### src/rtl/rsa_uart_host.sv
// Host-side initiator for the UART-attached RSA engine: sends a {plain, key, mod}
// frame MSB-byte-first into the UART TX FIFO and collects the one-word result from RX.
module rsa_uart_host #(
  parameter int WordSize       = 32,
  parameter int TIMEOUT_CYCLES = 1000000
) (
  input  logic                clk,
  input  logic                reset,
  input  logic                start,
  input  logic [WordSize-1:0] plain_text,
  input  logic [WordSize-1:0] key,
  input  logic [WordSize-1:0] mod,
  output logic [7:0]          w_data,
  output logic                wr_uart,
  input  logic                tx_full,
  input  logic [7:0]          r_data,
  output logic                rd_uart,
  input  logic                rx_empty,
  output logic [WordSize-1:0] result,
  output logic                busy,
  output logic                done,
  output logic                timeout
);

  localparam int NB      = WordSize / 8;
  localparam int FRAME_B = 3 * NB;
  localparam int CW      = $clog2(FRAME_B + 1);
  localparam int TW      = $clog2(TIMEOUT_CYCLES);

  typedef enum logic [1:0] {IDLE, FLUSH, SEND, RECV} state_t;

  state_t                  state, state_nxt;
  logic [3*WordSize-1:0]   tx_sr;
  logic [WordSize-1:0]     rx_sr;
  logic [WordSize-1:0]     rx_word;
  logic [CW-1:0]           cnt;
  logic [TW-1:0]           tout_cnt;
  logic                    tx_last, rx_last, rx_last_pop, tout_hit;

  always_comb begin
    wr_uart     = (state == SEND) && !tx_full;
    rd_uart     = ((state == FLUSH) || (state == RECV)) && !rx_empty;
    w_data      = (state == SEND) ? tx_sr[3*WordSize-1 -: 8] : 8'h00;
    rx_word     = WordSize'({rx_sr, r_data});
    tx_last     = (cnt == CW'(FRAME_B - 1));
    rx_last     = (cnt == CW'(NB - 1));
    rx_last_pop = (state == RECV) && rd_uart && rx_last;
    // The counter reaches TIMEOUT_CYCLES-1 on the edge that ends this cycle.
    tout_hit    = (state == RECV) && rx_empty && (tout_cnt == TW'(TIMEOUT_CYCLES - 2));

    state_nxt = state;
    case (state)
      IDLE:    if (start) state_nxt = FLUSH;
      FLUSH:   if (rx_empty) state_nxt = SEND;
      SEND:    if (wr_uart && tx_last) state_nxt = RECV;
      RECV:    if (rx_last_pop || tout_hit) state_nxt = IDLE;
      default: state_nxt = IDLE;
    endcase
  end

  always_ff @(posedge clk) begin
    if (reset) begin
      state    <= IDLE;
      cnt      <= '0;
      tout_cnt <= '0;
      result   <= '0;
      busy     <= 1'b0;
      done     <= 1'b0;
      timeout  <= 1'b0;
    end else begin
      state   <= state_nxt;
      busy    <= (state_nxt != IDLE);
      done    <= rx_last_pop;
      timeout <= tout_hit;
      case (state)
        IDLE: begin
          if (start) begin
            cnt      <= '0;
            tout_cnt <= '0;
          end
        end
        SEND: begin
          if (wr_uart) cnt <= tx_last ? '0 : cnt + CW'(1);
        end
        RECV: begin
          if (rd_uart) begin
            cnt      <= cnt + CW'(1);
            tout_cnt <= '0;
            if (rx_last) result <= rx_word;
          end else begin
            tout_cnt <= tout_cnt + TW'(1);
          end
        end
        default: ;
      endcase
    end
  end

  // Shift registers carry data only; the state machine decides when they matter.
  always_ff @(posedge clk) begin
    if ((state == IDLE) && start) begin
      tx_sr <= {plain_text, key, mod};
      rx_sr <= '0;
    end else if (wr_uart) begin
      tx_sr <= {tx_sr[3*WordSize-9:0], 8'h00};
    end else if ((state == RECV) && rd_uart) begin
      rx_sr <= rx_word;
    end
  end

endmodule

### config.mk
export PLATFORM = sky130hd
export DESIGN_NAME = rsa_uart_host
export DESIGN_NICKNAME = d
export VERILOG_FILES = /design/src/rtl/rsa_uart_host.sv
export SDC_FILE = /design/constraint.sdc
export NUM_CORES = 1
export LEC_CHECK = 0
export CORE_AREA = 2 2 122 124
export DETAILED_ROUTE_END_ITERATION = 6
export DIE_AREA = 0 0 124 126
export GPL_ROUTABILITY_DRIVEN = 0
export PLACE_DENSITY = 0.83
export SYNTH_ARGS = -nofsm -noshare
export SYNTH_HDL_FRONTEND = slang
export SYNTH_SLANG_ARGS = --single-unit
### constraint.sdc
create_clock -name clk -period 4.8 [get_ports clk]
set_input_delay 0.48 -clock clk [delete_from_list [all_inputs] [get_ports clk]]
set_output_delay 0.48 -clock clk [all_outputs]
set_load 0.1 [all_outputs]
==> impl_results.md <==
- Status: finished, final reports clean
- Global Route Usage Sum: 20.4%
- Placement Setup Slack: 1710 ps
- Fin. max-slew vios: 0
- Synth Area per Inst: 11.8 sq um
- Setup violators final: 0
- CTS sink cnt: 181
- Crit-path cells: nor2b_1 > nor2b_1 > clkdlybuf4s50_1
- Power, Total: 3.57 mW
- Top cells by count, synth: nand2_1, edfxtp_1, mux2_2
- Share of cells above drive strength 1: 17.1%
- Slew @ Worst Pin: 1190 ps
- Root Buffer: clkbuf_16
- Antenna Cells: 0
- Hold path depth: 2
- Vias in the first global route: 5298
- Busiest grt layer: met2
- Post-route cell area: 9770 sq um
- GRT met1 Usage: 24.9%
- Starting density of the core: 53.5%
- Setup crit start kind: flip-flop
- Core area: 14300 sq um
- R2R cell count: 4
- Pwr dens: 365 nW/um^2
- DR pass1 iterations: 4
- Final core area utilization: 68.3%
- DP Cell Count: 953
- First-pass GRT wire length: 24800 um
- Chip width: 124 um
- Slowest stage cell, crit path: clkdlybuf4s50_1
- CP Max Fanout: 13
- Drt total wl: 15700 um
- Via-to-Cell Ratio: 5.43
- Max rail drop VDD: 261 uV
- Filler cells: 1070
- Leading area contributor after synthesis: edfxtp_1
- Placed Area: 9220 sq um
- H-Tree Depth: 4
- Synth top area share: 37.6%
- Met2 usage: 34.1%
- Max Cap Violations: 0
- Synth Instances: 651
- CP Class: flip-flop to primary output
- Wirelength per Cell: 16.0 um
- Flop-to-flop setup slack: 1950 ps
- Clock buffer depth: 2
- Final Hold Vio Count: 0
- Worst EP required: 4320 ps
- Top_reg_cell synth: edfxtp_1
- Initial antenna violation count: 0
- Worst Slack Setup Final: 1290 ps
- P_leak: 3.31 nW
- Number of CTS-inserted buffers: 17
- RSZ-0062 raised after global routing: false
- Worst Setup SP: state[1]
- GR met3 Demand/Resource: 5.25%
- Largest net degree at the start of global routing: 132
- FF-to-FF Start: state[1]
- Die H: 126 um
- Hold Path End: result[26]
- Post-CTS Setup Inserts: 0
- Max Clock Freq: 0.285 GHz
- Starting DRC count in detailed routing: 367
- Yosys cell types: 56
- DR vias: 5351
- DP HPWL: 10600 um
- Layout net count: 900
- Hold Buf Count CTS: 0
- Drc violations: 0
- Worst Path Arrival: 3030 ps
- EDFF count, synth: 96
- Crit path largest cell delay: 1160 ps
- Normalized max-slew margin: 20.2%
- Buffers & Inverters on Critical Path: 1
- Flops & latches, synth: 181
- Post-CTS Resized: 0
- CP top delay family: buffers and inverters
- Syn nets: 763
- Post-synthesis sequential area ratio: 59.8%
- FF-to-FF End: tx_sr[25]
- Die area: 15600 sq um
- Share of flip-flops with an asynchronous set or reset: 0%
- Hold Crit Class: flip-flop to flip-flop
- Final cell count without fillers: 985
- CP endpoint kind: primary output
- Area growth syn-to-layout: 27.5%
- Fin Setup TNS: 0 ps
- Top-count cell post-synth: nand2_1
- Placement Rows: 44
- Most frequent CP cell: nor2b_1
- Clock skew: 7.98 ps
- Total gr overflow: 0
- I/O pins: 154
- Synth area leaders: edfxtp_1, dfxtp_1, mux2_2
- Crit path time final: 3510 ps
- Reg clk slew, reported paths: 60 ps
- Final hold slack: 453 ps
- Fin crit share: 73.2%
- PortBufs: 153
- Clock Latency Late Sink: 420 ps
- Yosys warnings: 0
- Hold Path Origin: rx_sr[18]
- Netlist Area Pre-Place: 7660 sq um
- CTS tree: built
- Post-DRT Antenna Nets: 0
-- how the worst max path moves through the flow --
stage          cells after the start  endpoint  slack [ps]
6_report                           3   wr_uart        1290
4_1_cts                            3   wr_uart        1240
3_3_place_gp                       3   wr_uart        1820
3_5_place_dp                       3   wr_uart        1710
2_1_floorplan                      4  tx_sr[0]         710
5_1_grt                            3   wr_uart        1130
-- registers in the layout, indices dropped and copies added, names as in the netlist --
name and flops:
rx_sr 24, done 1, timeout 1, state 2, busy 1, tout_cnt 20
tx_sr 96, cnt 4, result 32
-- area by class of cell --
type / count / area, sq um / area share (%)
Sequential cell: 181 / 4580 / 46.9
Multi-Input combinational cell: 426 / 2820 / 28.8
Timing Repair Buffer: 157 / 1570 / 16.1
Inverter: 5 / 18.8 / 0.192
Clock inverter: 9 / 76.3 / 0.781
Clock buffer: 23 / 478 / 4.89
Tap cell: 184 / 230 / 2.36
-- where the power goes --
part	internal (mW)	leakage (nW)	switching (mW)	total (mW)
logic	0.225	1.43	0.210	0.435
clock network	0.751	0.273	0.549	1.30
registers	1.80	1.61	0.0396	1.84
-- placed cells by master (no fill, tap or decap), types with 2 or more instances in the layout --
cell and count:
nor4b_1 2, or3_1 3, buf_4 3, and3_1 3
o21ai_0 9, and2_1 20, clkbuf_8 3, ha_1 3
mux2i_1 3, nand4bb_1 2, nor2b_1 5, nand4_1 6
nor4_1 4, clkinvlp_4 2, or4_1 4, clkdlybuf4s50_1 152
clkbuf_16 17, a31o_2 2, clkinv_2 5, nor3_1 3
nand2_1 127, and4_2 2, inv_1 5, a31oi_1 5
and3_2 2, edfxtp_1 96, o211ai_1 6, mux2_2 88
a21oi_1 67, nand3_1 7, clkbuf_1 3, o31a_1 2
nor2_1 21, a22oi_1 2, xor2_1 7, dfxtp_1 85
-- routing by layer --
layer | vias up | wire length (um)
met5 | - | 0
met1 | 2545 | 6420
li1 | 2610 | -
met3 | 27 | 903
met4 | 0 | 348
met2 | 169 | 8050
-- worst reg2reg max path, delay by kind of cell, from the launching register on --
family | cells | cell delay [ps]
simple gates | 3 | 1220
flops | 1 | 680
buf+inv | 1 | 560
-- logic make-up (layout without fill, tap and decap cells) --
group | Yosys count | after routing | share of synthesized area, %
AND/OR/NAND/NOR | 224 | 224 | 14.5
flip-flops | 181 | 181 | 59.8
AO/OA/AOI/OAI | 101 | 101 | 7.54
multiplexers | 91 | 91 | 13.3
buffers and inverters | 44 | 194 | 3.53
XOR/XNOR | 7 | 7 | 0.800
adder cells (fa/ha/maj) | 3 | 3 | 0.490
No activity file was read; power rests on OpenSTA's default activity.
